==> src/rtl/shift_reg_unit.sv <==
// shift_reg_unit: clocked universal shift register with a frame counter
//   clk        rising-edge clock
//   rst_n      asynchronous active-low reset
//   enable     clock enable; when low all state holds and frame_done drops
//   mode       00 hold, 01 shift right, 10 shift left, 11 parallel load
//   sr_in      serial input for shift right, enters at bit WIDTH-1
//   sl_in      serial input for shift left, enters at bit 0
//   D          parallel load data
//   Q / QC     register contents and its complement
//   shift_cnt  consecutive same-direction shifts in the current frame
//   frame_done one-cycle pulse after the edge that completes a frame
module shift_reg_unit #(
    parameter int WIDTH = 8,
    parameter int CNT_W = 3
) (
    input  logic             clk,
    input  logic             rst_n,
    input  logic             enable,
    input  logic [1:0]       mode,
    input  logic             sr_in,
    input  logic             sl_in,
    input  logic [WIDTH-1:0] D,
    output logic [WIDTH-1:0] Q,
    output logic [WIDTH-1:0] QC,
    output logic [CNT_W-1:0] shift_cnt,
    output logic             frame_done
);
    logic last_dir;
    logic dir;
    logic restart;
    logic wrap;
    // mode[1] is 1 only for a left shift among the two shift codes
    assign dir     = mode[1];
    assign restart = (shift_cnt != '0) && (dir != last_dir);
    assign wrap    = shift_cnt == CNT_W'(WIDTH - 1);
    assign QC      = ~Q;
    always_ff @(posedge clk or negedge rst_n) begin
        if (!rst_n) begin
            Q          <= '0;
            shift_cnt  <= '0;
            frame_done <= 1'b0;
            last_dir   <= 1'b0;
        end else begin
            frame_done <= 1'b0;
            if (enable) begin
                // unknown or hold codes fall to default and leave state untouched
                case (mode)
                    2'b01, 2'b10: begin
                        Q         <= mode[0] ? {sr_in, Q[WIDTH-1:1]} : {Q[WIDTH-2:0], sl_in};
                        last_dir  <= dir;
                        // a direction change restarts the frame with this shift as its first
                        shift_cnt <= restart ? CNT_W'(1) : wrap ? '0 : shift_cnt + CNT_W'(1);
                        frame_done <= !restart && wrap;
                    end
                    2'b11: begin
                        Q         <= D;
                        shift_cnt <= '0;
                    end
                    default: ;
                endcase
            end
        end
    end
endmodule
==> config.mk <==
export PLATFORM = sky130hd
export DESIGN_NAME = shift_reg_unit
export DESIGN_NICKNAME = d
export VERILOG_FILES = /design/src/rtl/shift_reg_unit.sv
export SDC_FILE = /design/constraint.sdc
export NUM_CORES = 1
export LEC_CHECK = 0
export BUFFER_PORTS_ARGS = -buffer_cell sky130_fd_sc_hd__buf_2
export CAP_MARGIN = 10
export CELL_PAD_IN_SITES_DETAIL_PLACEMENT = 0
export CELL_PAD_IN_SITES_GLOBAL_PLACEMENT = 1
export CORE_UTILIZATION = 37
export CTS_CLUSTER_SIZE = 40
export DETAILED_ROUTE_END_ITERATION = 7
export GPL_TIMING_DRIVEN = 0
export PLACE_DENSITY = 0.84
export SKIP_LAST_GASP = 1
export SYNTH_ARGS = -nofsm -noshare
export SYNTH_HDL_FRONTEND = slang
export SYNTH_SLANG_ARGS = --single-unit
==> constraint.sdc <==
create_clock -name clk -period 2.1 [get_ports clk]
set_input_delay 0.315 -clock clk [delete_from_list [all_inputs] [get_ports clk]]
set_output_delay 0.315 -clock clk [all_outputs]
set_load 0.1 [all_outputs]
==> out/summary.txt, run 1 <==
Pins Over Slew Limit -> 0
Area Overhead vs Synth -> 28.7%
Mean Syn Cell Area -> 10.1 um^2
Outcome -> finished clean
Dominant cell by count in the synthesized netlist -> inv_1
Cell area after layout -> 1080 um^2
Filler instances -> 215
Setup TNS -> 0 ns
DP HPWL -> 1270 um
Met2 Use GR -> 0.279
Skew-Pair Late Insertion Delay -> 0.27 ns
Final wirelength -> 1710 um
Via count -> 696
Share of layout cells above drive strength 1 -> 0.402
Placed Area -> 1040 um^2
CTS Buffer Depth -> 2
Worst path required time -> 1.78 ns
Die Width -> 49.6 um
Area of the multi-input gates -> 428 um^2
Final nets -> 143
Most frequent cells after synthesis -> inv_1 (15), dfrtp_1 (13), nand2_1 (12), mux2i_1 (9)
GPL Wtd Cong -> 0.758
Initial core utilization -> 0.410
CTS tree -> built
Internal Power -> 577 uW
Sw Share -> 0.624
Drt first-iter violations -> 11
Number of global-route vias before repair -> 668
Number of synthesized flops with an enable pin -> 0
Fraction of registers with async set/reset -> 1.00
Cts bufs inserted -> 3
Aggregate global-route resource usage -> 0.160
FF+latch area -> 325 um^2
Fin crit period -> 1.52 ns
Vias per std cell -> 4.67
Reg2reg setup slack -> 0.75 ns
Drt wl/cell -> 11.4 um
Top Usage Layer GRT -> met2
Remaining global-route overflow -> 0
CP max FO -> 5
Setup bufs post-CTS -> 0
Synthesized area -> 837 um^2
Area leader, netlist -> dfrtp_1
Syn Nets -> 103
Register area share after synthesis -> 0.389
PD cells -> 1420 nW/um^2
Flop pwr share -> 0.248
P_sw -> 957 uW
First-pass GRT wire length -> 3060 um
Arr. time, crit path -> 1.20 ns
Final hold violations -> 0
# setup viols final -> 0
Worst vdd ir -> 0.824 mV
Area contributors post-synth -> dfrtp_1 (39%), mux2_4 (14%), mux2i_1 (11%)
Synth warn -> 0
Slew @ Worst Pin -> 0.486 ns
Core Box Area -> 2040 um^2
Top cell type's share of synthesized area -> 0.389
Synth Flop Type -> dfrtp_1
CTS H-tree lvls -> 1
Diodes inserted -> 0
# IOs -> 35
Max-cap violation count -> 0
Clock skew -> 0.000451 ns
Post-synth cell types -> 19
Startpoint Class -> flip-flop
Row cnt -> 16
Pleak -> 0.000585 uW
Tcrit/Tclk final -> 0.721
Clock-pin slew on the worst setup and hold paths -> 0.08 ns
Final ANT Viol Nets -> 0
CTS root buffer -> clkbuf_4
Largest net degree at the start of global routing -> 14
CTS Sinks -> 13
Clk pwr share -> 0.103
Crit Path Class -> reg2out
Drt pass-1 iters -> 4
IO Port Bufs -> 34
Residual DRC -> 0
Slew headroom -> 0.678
Area of the die -> 2460 um^2
Initial antenna violation count -> 0
Worst setup EP type -> primary output
Mapped Cells -> 83
Yosys reg bits -> 13
Die height -> 49.6 um
GRT met3 Usage -> 0.0309
Fmax -> 660 MHz
RSZ-0062 raised after global routing -> false
HP Class -> in2reg
Grt met1 use -> 0.195
Gate power share -> 0.649
area by class of cell:
| cell class | count | area share |
|---|---|---|
| buffer | 4 | 0.0256 |
| clock buffer | 4 | 0.0244 |
| inverter | 15 | 0.0523 |
| multi-input combinational | 51 | 0.397 |
| sequential | 13 | 0.302 |
| tap | 27 | 0.0314 |
| timing repair buffer | 35 | 0.167 |
worst max-delay path, cell delays in order (launching register included):
cell     delay, ns
dfrtp_1       0.44
inv_1         0.07
buf_2         0.41
flip-flops by register name (all words and copies together), names as in the netlist:
name and flops:
shift_cnt 3, last_dir 1, frame_done 1, Q 8
routing by layer:
layer,vias to the layer above,share of wire
li1,346,-
met1,323,0.48
met2,27,0.45
met3,0,0.070
met4,0,0
met5,-,0
path summary, 6_finish.rpt:
check / start / endpoint / cells after the start
worst max-delay path: Q[1] / QC[1] / 2
max in group asynchronous: rst_n / Q[7] / 2
worst min register to register: last_dir / last_dir / 2
worst max register to register: shift_cnt[0] / shift_cnt[2] / 4
min in group asynchronous: rst_n / frame_done / 2
worst min-delay path: D[4] / Q[4] / 3
cell usage in the layout, fill, tap and decap left out:
master / instances
o21ai_1: 8
dlygate4sd3_1: 1
buf_4: 1
inv_1: 15
a21oi_1: 1
buf_6: 1
dfrtp_1: 13
o21ai_0: 1
nand2b_4: 1
ha_1: 5
nand2_1: 12
xnor2_1: 1
clkbuf_4: 3
buf_2: 35
mux2i_1: 9
mux2_4: 8
nor2_1: 1
o41ai_1: 2
o31a_1: 1
nor3b_1: 1
clkbuf_1: 2
power by group through the flow:
stage | combinational (uW) | clock, uW | sequential (uW)
2_1_floorplan | 447 | 0 | 783
3_3_place_gp | 994 | 0 | 380
3_5_place_dp | 999 | 0 | 384
6_report | 996 | 158 | 380
4_1_cts | 1000 | 163 | 380
5_1_grt | 1050 | 176 | 392
per-stage QoR:
stage	total power, uW	hold slack, ns	instances	util	setup WS (ns)
2_1_floorplan	1230	0.0194	83	-	0.162
3_3_place_gp	1370	0.222	144	0.510	0.544
3_5_place_dp	1380	0.229	144	0.510	0.539
4_1_cts	1540	0.306	149	0.528	0.581
5_1_grt	1620	0.307	149	0.528	0.533
6_report	1530	0.313	149	0.528	0.585
cell families after synthesis:
kind of cell / after synthesis / synth area share
compound gates: 13 / 0.0912
xor+xnor: 1 / 0.0105
fa+ha+maj: 5 / 0.0747
buf+inv: 19 / 0.100
flops: 13 / 0.389
mux: 17 / 0.251
simple gates: 15 / 0.0837
timing repair:
| action | CTS | global route |
|---|---|---|
| hold endpoints to repair | 13 | 0 |
| resized for setup | 0 | 0 |
| hold buffers | 1 | 0 |
Power figures use the tool's default switching activity.
==> run 2: changes to the inputs <==
--- a/config.mk
+++ b/config.mk
@@ -9,11 +9,11 @@
 export CAP_MARGIN = 10
 export CELL_PAD_IN_SITES_DETAIL_PLACEMENT = 0
 export CELL_PAD_IN_SITES_GLOBAL_PLACEMENT = 1
-export CORE_UTILIZATION = 37
+export CORE_UTILIZATION = 31
 export CTS_CLUSTER_SIZE = 40
 export DETAILED_ROUTE_END_ITERATION = 7
 export GPL_TIMING_DRIVEN = 0
-export PLACE_DENSITY = 0.84
+export PLACE_DENSITY = 0.75
 export SKIP_LAST_GASP = 1
 export SYNTH_ARGS = -nofsm -noshare
 export SYNTH_HDL_FRONTEND = slang
==> constraint.sdc (replaced) <==
create_clock -name clk -period 1.3 [get_ports clk]
set_input_delay 0.195 -clock clk [delete_from_list [all_inputs] [get_ports clk]]
set_output_delay 0.195 -clock clk [all_outputs]
set_load 0.1 [all_outputs]
==> run 2 against run 1 <==
Final area is 26% higher. First-iteration DRC count is 64% lower. Global-route usage is 0.37 points lower. Final cell count is 2.7% higher. Clock power is 68% higher. Critical path depth stayed put. Combinational power is 100% higher. Via count is 1.9% higher. Total power is 94% higher. Clock skew is 0.0050 ns higher.
==> out/summary.txt, run 2 (synthesized netlist as in run 1, its figures left out) <==
CTS H-tree lvls -> 1 (unchanged)
Flop pwr share -> 0.242 (-0.006)
Fmax -> 785 MHz
Cts bufs inserted -> 3 (unchanged)
Max-cap violation count -> 0 (unchanged)
CP max FO -> 5 (unchanged)
Largest net degree at the start of global routing -> 14 (unchanged)
Fin crit period -> 1.27 ns
Power consumption -> 2980 uW (+94%)
IO Port Bufs -> 34 (unchanged)
Initial core utilization -> 0.332 (-0.0781)
Startpoint Class -> flip-flop
Drt first-iter violations -> 4 (-7)
Largest Register -> Q
Clock skew -> 0.00542 ns (+0.00497 ns)
GPL Wtd Cong -> 0.745 (-1.7%)
CTS Sinks -> 13 (unchanged)
Die Width -> 54.0 um (+8.9%)
Residual DRC -> 0 (unchanged)
Clk pwr share -> 0.089 (-0.014)
Max reg flops -> 8 (unchanged)
Pleak -> 0.000620 uW (+6.0%)
# setup viols final -> 0 (unchanged)
Sw Share -> 0.574 (-0.0501)
Worst vdd ir -> 1.44 mV (+75%)
Fin util -> 0.539 (+0.0111)
RSZ-0062 raised after global routing -> true
Outcome -> finished clean
First-pass GRT wire length -> 3110 um (+1.6%)
Final ANT Viol Nets -> 0 (unchanged)
Drt wl/cell -> 13.3 um (+16%)
Biggest regs -> Q (8), shift_cnt (3)
Worst setup EP type -> primary output
Skew-Pair Late Insertion Delay -> 0.28 ns (about the same)
Final wirelength -> 2040 um (+20%)
HP Class -> in2reg
Initial antenna violation count -> 0 (unchanged)
CTS Buffer Depth -> 2 (unchanged)
Via count -> 709 (+1.9%)
Remaining global-route overflow -> 0 (unchanged)
Crit Path Class -> reg2out
Final hold violations -> 0 (unchanged)
Final nets -> 144 (+0.70%)
Most frequent cells in the layout -> buf_2 (16), buf_4 (13), nand2_1 (12), dfrtp_4 (10), mux2i_1 (9)
Clock-pin slew on the worst setup and hold paths -> 0.09 ns (about the same)
Vias per std cell -> 4.63 (-0.80%)
Drt pass-1 iters -> 2 (-2)
P_sw -> 1710 uW (+79%)
CTS tree -> built
Commonest non-fill, non-tap cell in the layout -> buf_2
Share of layout cells above drive strength 1 -> 0.650 (+0.249)
Slew headroom -> 0.679 (+0.000828)
Internal Power -> 1270 uW (+120%)
# IOs -> 35 (unchanged)
Aggregate global-route resource usage -> 0.157 (-0.00371)
Diodes inserted -> 0 (unchanged)
PD cells -> 2200 nW/um^2 (+54%)
Gate power share -> 0.669 (+0.020)
Slew @ Worst Pin -> 0.485 ns (-0.00125 ns)
Die height -> 54.0 um (+8.9%)
Arr. time, crit path -> 1.08 ns (-0.12 ns)
DP HPWL -> 1400 um (+11%)
Core Box Area -> 2520 um^2 (+24%)
Tcrit/Tclk final -> 0.980
Worst path required time -> 1.11 ns (-0.67 ns)
CTS root buffer -> clkbuf_4
Area Overhead vs Synth -> 62.3%
Row cnt -> 18 (+2)
Area of the die -> 2910 um^2 (+19%)
Pins Over Slew Limit -> 0 (unchanged)
Number of global-route vias before repair -> 644 (-3.6%)
[run 2: cell types whose count changed in the layout (fill, tap and decap cells not counted), moves of 2 or more]
cell,delta
buf_2,-19
buf_4,+12
dfrtp_1,-11
inv_1,-11
dfrtp_4,+10
clkinvlp_4,+8
buf_12,+7
ha_1,-3
ha_4,+3
inv_2,+3
clkbuf_1,-2
o41ai_1,-2
o41ai_2,+2
[run 2: layout make-up]
| cell class | instances | area, um^2 |
|---|---|---|
| tap | 30 | 37.5 |
| multi-input combinational | 51 | 484 |
| clock inverter | 1 | 5.00 |
| sequential | 13 | 364 |
| buffer | 4 | 28.8 |
| inverter | 15 | 86.3 |
| fill | 238 | 1160 |
| timing repair buffer | 36 | 330 |
| clock buffer | 3 | 22.5 |
[run 2: power groups by stage]
stage	Clock (uW)	Sequential, uW	Combinational [uW]
global placement	0	721	1720
detailed placement	0	727	1730
finish	265	721	2000
global route	301	745	2100
floorplan	0	1380	814
CTS	275	722	1870
[run 2: path summary, 6_finish.rpt]
kind	start	to	slack, ns	cells after the start
setup / recovery	Q[6]	QC[6]	0.03	2
hold / removal	D[3]	Q[3]	0.18	3
setup reg to reg	shift_cnt[1]	shift_cnt[2]	0.03	4
hold reg to reg	last_dir	last_dir	0.51	2
max in group asynchronous	rst_n	Q[3]	0.71	2
min in group asynchronous	rst_n	Q[7]	0.32	2
[run 2: critical path, cell delays in order (launching register included)]
cell and delay (ns):
dfrtp_4 0.52, clkinvlp_4 0.09, buf_8 0.19
[run 2: timing repair]
action,4_1_cts,5_1_grt
gates resized for setup,27,18
endpoints found under the hold margin,13,0
setup endpoints to repair,19,12
cloned,0,0
hold buffers,1,0
buffers inserted,0,1
[run 2: stage by stage]
| step | cells | TNS [ns] | setup WS [ns] | hold slack, ns | area, um^2 |
|---|---|---|---|---|---|
| after floorplan | 83 | -0.331 | -0.0887 | -0.101 | 955 |
| after global placement | 147 | -1.52 | -0.230 | 0.104 | 1160 |
| after detailed placement | 147 | -1.61 | -0.225 | 0.108 | 1160 |
| after CTS | 152 | -0.0582 | -0.0582 | 0.184 | 1280 |
| after global routing | 153 | -0.0445 | -0.0173 | 0.190 | 1360 |
| final | 153 | 0 | 0.0263 | 0.185 | 1360 |
[run 2: metal layers]
| metal | GRT usage | wire [um] | vias up |
|---|---|---|---|
| li1 | - | - | 352 |
| met1 | 0.201 | 972 | 328 |
| met2 | 0.251 | 933 | 24 |
| met3 | 0.0254 | 90 | 5 |
| met4 | 0.0789 | 42 | 0 |
| met5 | 0 | 0 | - |
